## src/rtl/pc_fetch_ctrl.sv

```systemverilog
// Fetch PC generator with an in-order in-flight request queue.
// Each queued entry carries a kill bit so responses issued before a redirect come back stale.
module pc_fetch_ctrl #(
  parameter int unsigned     PC_W     = 32,
  parameter logic [PC_W-1:0] RESET_PC = '0,
  parameter int unsigned     INC      = 4,
  parameter int unsigned     DEPTH    = 4
) (
  input  logic                     clk,
  input  logic                     rst,
  input  logic                     stall,
  input  logic                     redirect_valid,
  input  logic [PC_W-1:0]          redirect_pc,
  output logic                     req_valid,
  output logic [PC_W-1:0]          req_pc,
  input  logic                     req_ready,
  input  logic                     resp_valid,
  output logic [PC_W-1:0]          resp_pc,
  output logic                     resp_stale,
  output logic [PC_W-1:0]          pc_out,
  output logic [$clog2(DEPTH):0]   inflight,
  output logic                     q_full,
  output logic                     q_empty,
  output logic                     err
);

  localparam int unsigned AW = $clog2(DEPTH);

  logic [PC_W-1:0]  r_pc;
  logic [PC_W-1:0]  r_q_pc [DEPTH];
  logic [DEPTH-1:0] r_kill;
  logic [AW-1:0]    r_wptr;
  logic [AW-1:0]    r_rptr;
  logic [AW:0]      r_cnt;
  logic             r_err;

  logic             w_full;
  logic             w_empty;
  logic             w_push;
  logic             w_pop;
  logic [DEPTH-1:0] w_occ;

  assign w_full  = (r_cnt == (AW+1)'(DEPTH));
  assign w_empty = (r_cnt == '0);
  assign w_push  = req_valid && req_ready;
  assign w_pop   = resp_valid && !w_empty;

  assign req_valid  = !stall && !redirect_valid && !w_full;
  assign req_pc     = r_pc;
  assign pc_out     = r_pc;
  assign inflight   = r_cnt;
  assign q_full     = w_full;
  assign q_empty    = w_empty;
  assign err        = r_err;
  assign resp_pc    = w_empty ? '0 : r_q_pc[r_rptr];
  assign resp_stale = w_empty ? 1'b0 : (r_kill[r_rptr] || redirect_valid);

  // Slot i is occupied when its distance from the head is below the occupancy count.
  always_comb begin
    w_occ = '0;
    for (int i = 0; i < DEPTH; i++) begin
      logic [AW-1:0] off;
      off      = AW'(i) - r_rptr;
      w_occ[i] = ({1'b0, off} < r_cnt);
    end
  end

  always_ff @(posedge clk or posedge rst) begin
    if (rst) begin
      r_pc <= RESET_PC;
    end else if (redirect_valid) begin
      r_pc <= redirect_pc;
    end else if (!stall && w_push) begin
      r_pc <= r_pc + PC_W'(INC);
    end
  end

  always_ff @(posedge clk or posedge rst) begin
    if (rst) begin
      for (int i = 0; i < DEPTH; i++) r_q_pc[i] <= '0;
      r_kill <= '0;
      r_wptr <= '0;
      r_rptr <= '0;
      r_cnt  <= '0;
      r_err  <= 1'b0;
    end else begin
      if (redirect_valid) begin
        for (int i = 0; i < DEPTH; i++) begin
          if (w_occ[i]) r_kill[i] <= 1'b1;
        end
      end
      // A push never coincides with a redirect, so the cleared kill bit cannot be overridden.
      if (w_push) begin
        r_q_pc[r_wptr] <= r_pc;
        r_kill[r_wptr] <= 1'b0;
        r_wptr         <= r_wptr + 1'b1;
      end
      if (w_pop) begin
        r_rptr <= r_rptr + 1'b1;
      end
      if (w_push && !w_pop) begin
        r_cnt <= r_cnt + 1'b1;
      end else if (!w_push && w_pop) begin
        r_cnt <= r_cnt - 1'b1;
      end
      if (resp_valid && w_empty) begin
        r_err <= 1'b1;
      end
    end
  end

endmodule

```

## config.mk

```make
export PLATFORM = sky130hd
export DESIGN_NAME = pc_fetch_ctrl
export DESIGN_NICKNAME = d
export VERILOG_FILES = /design/src/rtl/pc_fetch_ctrl.sv
export SDC_FILE = /design/constraint.sdc
export NUM_CORES = 1
export LEC_CHECK = 0
export CORE_UTILIZATION = 60
export CTS_CLUSTER_DIAMETER = 40
export DETAILED_ROUTE_END_ITERATION = 8
export DONT_BUFFER_PORTS = 1
export PLACE_DENSITY = 0.87
export SYNTH_ARGS = -nofsm -noshare
export SYNTH_HDL_FRONTEND = slang
export SYNTH_SLANG_ARGS = --single-unit
```

## constraint.sdc

```tcl
create_clock -name clk -period 11.89 [get_ports clk]
set_clock_uncertainty 0.1 [all_clocks]
set_input_delay 2.9725 -clock clk [delete_from_list [all_inputs] [get_ports clk]]
set_output_delay 2.9725 -clock clk [all_outputs]
set_load 0.03 [all_outputs]
```

Word-level counts from Yosys, hierarchy flattened:

Cells that the tools add are included.

* multiplexer cells: 22
* bitwise gates (word level): 4
* eq/ne operators: 1
* add/sub/neg operators: 9
* magnitude comparators: 10
* reduce and logical (&&, ||, !) cells: 20

Operators by type and width (number)
* 32-bit two-way mux: 6
* 128-bit bitwise mux: 1
* 32-bit binary-select mux with 2-bit select: 1
* 32-bit demux with 2-bit select: 1
* 32-bit by 3-bit adder with 32-bit output, second input constant: 1
* 2-bit by 3-bit less-than comparator with 1-bit output: 4
* 1-bit logical AND: 10
* 4-bit two-way mux: 2
* 1-bit two-way mux: 7
* 3-bit >= comparator, second input constant: 2
* 1-bit logical NOT: 6
* 2-bit by 3-bit less-than comparator with 1-bit output, second input constant: 2
* 3-bit two-way mux: 2
* 2-bit NOT with 3-bit output: 2
* 2-bit by 1-bit adder with 2-bit output, second input constant: 2
* 4-bit AND: 1
* 4-bit NOT: 1
* 2-bit nonzero test: 2
* 1-bit by 2-bit subtractor with 2-bit output, first input constant: 2
* 2-bit subtractor, first input constant: 2
* 3-bit by 1-bit adder with 3-bit output, second input constant: 1
* 3-bit == test, second input constant: 1
* 3-bit logical NOT: 1
* 3-bit by 1-bit less-than comparator with 1-bit output, second input constant: 1
* 5 further kinds: 5

* flip-flop bits (word level): 172
* output and inout bits: 104
* logic and storage cells: 76

Logic depth before layout (Yosys ltp):

Gate-level depths: netlist of the first run.

* depth after elaboration: 8
* gate-level depth with buffers: 11

Worst setup path before layout of the first run:

Ideal clock, no wire load.

* path kind: input to output
* start point: input redirect_valid
* end point: output req_valid
* path buffers: 2
* arrival time: 4.081 ns
* path slack: 4.736 ns
* stages: 3
* cell sequence: clkbuf_1 clkbuf_1 nor3_1

* longest elaborated chain between the ends: 3

Ends and longest elaborated chain
* from (decl): line 12 `input logic redirect_valid,`
* 1-bit logical NOT: line 48 `assign req_valid = !stall && !redirect_valid && !w_full;`
* 1-bit logical AND (2 in a row): line 48
* to (decl): line 14 `output logic req_valid,`

Every way passes these cells.

Worst setup path after layout of the first run:

* start point: input stall
* end point: output req_valid

* longest elaborated chain between the ends: 3

Ends and longest elaborated chain
* from (decl): line 11 `input logic stall,`
* 1-bit logical NOT: line 48
* 1-bit logical AND (2 in a row): line 48

Every way passes these cells.

==> metrics.md, run 1 <==
| Metric | Value |
|---|---|
| Synth warnings | 0 |
| Final Util | 0.6381 |
| Area of the multi-input gates | 0.004088 mm² |
| Netlist cell types | 52 |
| Clock period minus worst slack | 6.760 ns |
| CP Capture Type | output port |
| Post-Synth Simple-Gate Area | 0.1038 |
| Most common cell in the netlist | dfrtp_1 |
| Hold path depth | 2 |
| Skew-Pair Late Insertion Delay | 0.43 ns |
| Net Count, Synth | 730 |
| WP depth | 1 |
| Unrepaired setup endpoints after global routing | false |
| GRT Util Overall | 0.2803 |
| Worst hold path type | reg -> reg |
| Synth top area share | 0.4812 |
| Setup Buffers After CTS | 0 |
| Mux contribution to synthesized area | 0.2807 |
| Via count | ~5500 |
| Clock root buffer | clkbuf_16 |
| H-tree levels | 4 |
| Synth area leader | dfrtp_1 |
| Period utilization | 0.5685 |
| CP peak stage delay | 0.71 ns |
| Post-synthesis xor/xnor area fraction | 0.008812 |
| Initial Util | 0.6154 |
| Syn avg cell area | ~13 µm² |
| Pwr dens | 283.9 mW/mm² |
| LEAKAGE | approximately 4.3 nW |
| Post_cts resized | 0 |
| CTS tree | yes |
| Buf/Inv on CP | 0 |
| Initial antenna violation count | 0 |
| Count of pins over their slew limit | 0 |
| CTS Buf Count | 17 |
| Core Rows | 44 |
| Critical Path RT | 8.82 ns |
| DRT iter0 DRCs | 544 |
| Clock Path Buffers | 2 |
| Setup-failing EPs final | 0 |
| Dpl cells | 791 |
| Max frequency | 0.1479 GHz |
| Fillers | 1035 |
| Final #Nets | 675 |
| IO Pins | 142 |
| Asr flop ratio synth | 1.000 |
| Adder-cell share of the synthesized area | 0.01623 |
| Register area share after synthesis | 0.4812 |
| Dominant synthesized flop cell | dfrtp_1 |
| FF+latch count, synth | 172 |
| Post-synth EDFFs | 0 |
| Worst Max-Slew Pin Slew | 1.186 ns |
| Setup TNS | 0 ns |
| Slew HR | 0.2052 |
| VDD IR-drop max | 157.2 µV |
| Worst R2R Path Depth | 6 |
| Die X-Extent | between 100 and 150 µm |
| Worst-path fanout max | 2 |
| First-pass GRT wire length | 31840 µm |
| Critical path cell sequence | nor3_1 |
| Grt ovf | 0 |
| Compound-Gate Fraction of Synth Area | 0.04630 |
| Crit-path leading delay family | simple AND/OR/NAND/NOR gates |
| Synth Cell Area | about 0.0089 mm² |
| Final std cells w/o fill | 823 |
| Crit start category | input pin |
| First drt pass iteration count | 5 |
| DP Worst Slack | 5.126 ns |
| DRC viols | 0 |
| Core Region | 0.01453 mm² |
| Status | completed |
| Post-synth top cells | 172 x dfrtp_1, 82 x mux2_4, 45 x mux2_2, 45 x nand2_1, 33 x mux4_2 |
| Vias/cell | 6.654 |
| Arrival time at the worst endpoint | 3.69 ns |
| Pin count of the biggest net entering global routing | 102 |
| ANT cells | 0 |
| Mapped Cells | 681 |
| Area contributors post-synth | dfrtp_1 48%, mux2_4 14%, mux4_2 8.3% |
| Slowest stage cell on the critical path | nor3_1 |
| CTS hold repair buffers | 0 |
| Setup CP Type | in -> out |
| HPWL after DPL | 12610 µm |
| Final GP Congestion | 0.8304 |
| Clk sink count | around 170 |
| PortBufs | 0 |
| Largest family of logic cells by synthesized area | multiplexers |
| Total Wirelength | about 20000 µm |
| Sequential Area | ~0.0043 mm² |
| Area growth from synthesis to final layout | 3.679% |
| DIE AREA | 0.01540 mm² |
| Die span in y | around 120 µm |
| Final ANT Viol Nets | 0 |
| Layout cells sized above 1 | 0.3302 |
| Number of global-route vias before repair | ~5900 |
| Max-cap violations | 0 |
| Clk slew on worst S/H paths | about 0.060 ns |
| Worst setup margin | between 5 and 6 ns |
| Drt wl/cell | between 20 and 25 µm |
| Final hold viol count | 0 |
[where the power goes]
| part | switching [mW] | internal (mW) |
|---|---|---|
| Combinational | 0.504 | 0.505 |
| Clock | 0.223 | 0.309 |
| Sequential | 0.277 | 0.816 |
| Total | 1.00 | 1.63 |
[logic make-up after synthesis]
logic type / Yosys count
adder cells (fa/ha/maj): 11
flip-flops: 172
AO/OA/AOI/OAI: 63
XOR/XNOR: 9
buffers and inverters: 91
multiplexers: 163
AND/OR/NAND/NOR: 172
[through the flow]
| stage | instance area [µm²] | power (mW) | hold slack [ns] |
|---|---|---|---|
| CTS | 9274 | 2.642 | 0.3870 |
| floorplan | 8945 | 1.933 | 0.3446 |
| global route | 9274 | 2.762 | 0.4046 |
| detailed placement | 8716 | 2.104 | 0.3735 |
| finish | 9274 | 2.633 | 0.3872 |
| global placement | 8716 | 2.039 | 0.3570 |
[registers in the layout, summed over array words and instances (netlist names)]
register and flops:
r_rptr 2, inflight 3, err 1, r_wptr 2
r_kill 4, pc_out 32, r_q_pc 128
[cells in the final DEF (no fill, tap or decap), types with 5 or more instances in the layout]
cell | synthesis | routed
dfrtp_1 | 172 | 170
nand4_1 | 13 | 13
clkbuf_16 | 0 | 17
nor2b_1 | 32 | 32
nand2_1 | 45 | 45
o211ai_1 | 12 | 12
nand3_1 | 25 | 25
nor2_1 | 23 | 23
buf_4 | 32 | 6
ha_1 | 10 | 10
a21oi_1 | 11 | 11
mux2_2 | 45 | 45
clkinv_2 | 0 | 5
mux2_4 | 82 | 82
or3_1 | 5 | 5
xor2_1 | 5 | 5
mux4_2 | 33 | 33
nor3_1 | 6 | 5
inv_1 | 10 | 9
o21ai_0 | 18 | 18
[routing by layer]
metal	vias to the layer above	part of all wire	global-route usage
li1	2306	-	-
met2	278	0.50	0.4662
met3	25	0.084	0.08425
met5	-	0	0
met1	2867	0.40	0.3529
met4	0	0.011	0.08408
[worst paths after layout]
kind                             start         end  slack (ns)
min in group asynchronous          rst  r_q_pc[28]        2.48
max in group asynchronous          rst   r_rptr[1]        7.68
setup reg to reg           inflight[0]   r_q_pc[9]        8.04
hold / removal              r_q_pc[59]  r_q_pc[59]        0.39
setup / recovery                 stall   req_valid        5.13
hold reg to reg             r_q_pc[59]  r_q_pc[59]        0.39
[cell type report]
cell class,instances,share of cell area
clock buffer,25,0.05343
clock inverter,7,0.006746
inverter,11,0.004992
multi-input combinational,418,0.4408
sequential,172,0.4644
tap,184,0.02482
timing repair buffer,6,0.004857
(Power assumes the default switching activity.)
==> run 2: changes to the inputs <==
==> constraint.sdc (replaced) <==
create_clock -name clk -period 6.65 [get_ports clk]
set_clock_uncertainty 0.1 [all_clocks]
set_input_delay 1.6625 -clock clk [delete_from_list [all_inputs] [get_ports clk]]
set_output_delay 1.6625 -clock clk [all_outputs]
set_load 0.03 [all_outputs]
==> run 2 against run 1 <==
  * Non-clock buffer count decreased by 3
  * Wire length increased by 0.74%
  * Worst setup slack worse by 2.8 ns
  * Register-to-register slack got worse by 5.1 ns
  * Final cell count down 0.49%
  * Global-route usage increased by 0.19 points
  * Clock-buffer cell count is 7 lower
  * Power grew 80%
  * Critical path depth increased by 1
  * Hold slack better by 0.0063 ns
  * Sequential power rose by 85%
  * Largest cell class unchanged
==> metrics.md, run 2 (synthesis results as in run 1) <==
| Metric | Value |
|---|---|
| Status | completed |
| Worst-path fanout max | 37 (+35) |
| Sequential Power Share | 0.427 (+0.012) |
| Initial antenna violation count | 0 (unchanged) |
| GRT Util Overall | 0.2822 (+0.001870) |
| Initial Util | 0.6154 (unchanged) |
| CTS hold repair buffers | 0 (unchanged) |
| CTS tree | yes |
| Setup CP Type | reg -> out |
| Final std cells w/o fill | 819 (-0.49%) |
| Clk slew on worst S/H paths | 0.07 ns (about the same) |
| Core Rows | 44 (unchanged) |
| First-pass GRT wire length | 31980 µm (+0.43%) |
| Final GP Congestion | 0.8166 (-1.7%) |
| Area growth from synthesis to final layout | 3.595% (about the same) |
| Skew-Pair Late Insertion Delay | 0.43 ns (about the same) |
| Number of global-route vias before repair | 5785 (-1.6%) |
| VDD IR-drop max | 335.4 µV (+110%) |
| Vias/cell | 6.661 (+0.10%) |
| CP Capture Type | output port |
| ANT cells | 0 (unchanged) |
| Worst hold path type | reg -> reg |
| DRC viols | 0 (unchanged) |
| DIE AREA | 0.01540 mm² (unchanged) |
| Die span in y | 124.1 µm (unchanged) |
| Die X-Extent | 124.1 µm (unchanged) |
| DRT iter0 DRCs | 480 (-12%) |
| Drt wl/cell | 24.96 µm (+1.2%) |
| Pwr dens | 510.4 mW/mm² (+80%) |
| Reg with most FFs | r_q_pc |
| Via count | 5455 (-0.38%) |
| Clock period minus worst slack | approximately 4.3 ns |
| Post_cts resized | 0 (unchanged) |
| Final #Nets | 672 (-0.44%) |
| Count of pins over their slew limit | 0 (unchanged) |
| PortBufs | 0 (unchanged) |
| H-tree levels | 4 (unchanged) |
| First drt pass iteration count | 5 (unchanged) |
| Clock Path Buffers | 2 (unchanged) |
| Final hold viol count | 0 (unchanged) |
| Total Wirelength | 20440 µm (+0.74%) |
| Core Region | 0.01453 mm² (unchanged) |
| Grt ovf | 0 (unchanged) |
| Pin count of the biggest net entering global routing | 130 (+27%) |
| Worst Max-Slew Pin Slew | 1.197 ns (+0.01168 ns) |
| CTS Buf Count | 17 (unchanged) |
| Crit start category | flop |
| Slowest stage cell on the critical path | dfrtp_2 |
| Unrepaired setup endpoints after global routing | false |
| CP peak stage delay | 1.17 ns (+0.46 ns) |
| Layout cells sized above 1 | 0.3307 (+0.0005052) |
| Critical path cell sequence | mux4_2 -> nor2b_1 |
| Setup-failing EPs final | 0 (unchanged) |
| IO Pins | 142 (unchanged) |
| Clock power frac | 0.205 (+0.003) |
| Slew HR | 0.2018 (-0.003477) |
| Setup Buffers After CTS | 0 (unchanged) |
| Most frequent cells in the layout | 170 x dfrtp_1, 82 x mux2_4, 45 x nand2_1, 45 x mux2_2, 33 x mux4_2 |
| Max-cap violations | 0 (unchanged) |
| Critical Path RT | 4.89 ns (-3.93 ns) |
| HPWL after DPL | 12780 µm (+1.4%) |
| Net load switching power | 1.817 mW (+81%) |
| Switching share of power | 0.3841 (+0.002885) |
| Clock root buffer | clkbuf_16 |
| Max reg flops | 128 (unchanged) |
| Max frequency | between 0.2 and 0.25 GHz |
| Clk sink count | 172 (unchanged) |
| Period utilization | 0.6538 |
| Final ANT Viol Nets | 0 (unchanged) |
| Internal power | 2.913 mW (+79%) |
| Arrival time at the worst endpoint | 2.59 ns (-1.10 ns) |
| Commonest non-fill, non-tap cell in the layout | dfrtp_1 |
| Comb power frac | 0.367 (-0.016) |
| Setup TNS | 0 ns (unchanged) |
| Dpl cells | 788 (-0.38%) |
| LEAKAGE | 4.318 nW (-0.54%) |
## run 2: through the flow
| stage | power, mW | instance area [µm²] | utilization | hold WS [ns] | worst slack, ns |
|---|---|---|---|---|---|
| 3_5_place_dp | 3.752 | 8693 | 0.5981 | 0.3767 | 2.282 |
| 5_1_grt | 4.962 | 9266 | 0.6376 | 0.4140 | 2.115 |
| 4_1_cts | 4.745 | 9266 | 0.6376 | 0.3967 | 2.236 |
| 3_3_place_gp | 3.633 | 8693 | 0.5981 | 0.3564 | 2.405 |
| 2_1_floorplan | 3.456 | 8945 | - | 0.3446 | 0.2274 |
| 6_report | 4.729 | 9266 | 0.6376 | 0.3935 | 2.302 |
## run 2: final cells by class
type | count | area (µm²)
clock inverter | 13 | 143.9
multi-input combinational | 418 | 4088
sequential | 172 | 4307
inverter | 11 | 46.29
fill | 1025 | 5268
tap | 184 | 230.2
clock buffer | 18 | 429.2
timing repair buffer | 3 | 22.52
## run 2: power by group through the flow
stage          clock network [mW]  registers [mW]  logic, mW
2_1_floorplan                   0            1.72       1.73
3_3_place_gp                    0            1.97       1.67
3_5_place_dp                    0            2.02       1.73
4_1_cts                     0.981            2.02       1.75
5_1_grt                      1.03            2.08       1.85
6_report                    0.971            2.02       1.74
## run 2: path summary, 6_finish.rpt
path	from	end	slack [ns]	cells past startpoint
setup / recovery	r_rptr[1]	resp_pc[27]	2.30	2
hold / removal	r_kill[2]	r_kill[2]	0.39	1
setup reg to reg	inflight[0]	r_q_pc[4]	2.89	5
hold reg to reg	r_kill[2]	r_kill[2]	0.39	1
max in group asynchronous	rst	r_q_pc[103]	3.94	2
min in group asynchronous	rst	r_q_pc[60]	1.26	1
## run 2: layer usage
layer,track usage,vias to the layer above,part of all wire
met5,0,-,0
met4,0.1004,0,0.022
met3,0.08562,39,0.084
met2,0.4631,283,0.49
met1,0.3535,2842,0.40
li1,-,2291,-
## run 2: critical path, delay by kind of cell (launching register included)
family | cells | cell delay, ns
AND/OR/NAND/NOR | 1 | 0.58
flip-flops | 1 | 1.17
multiplexers | 1 | 0.40
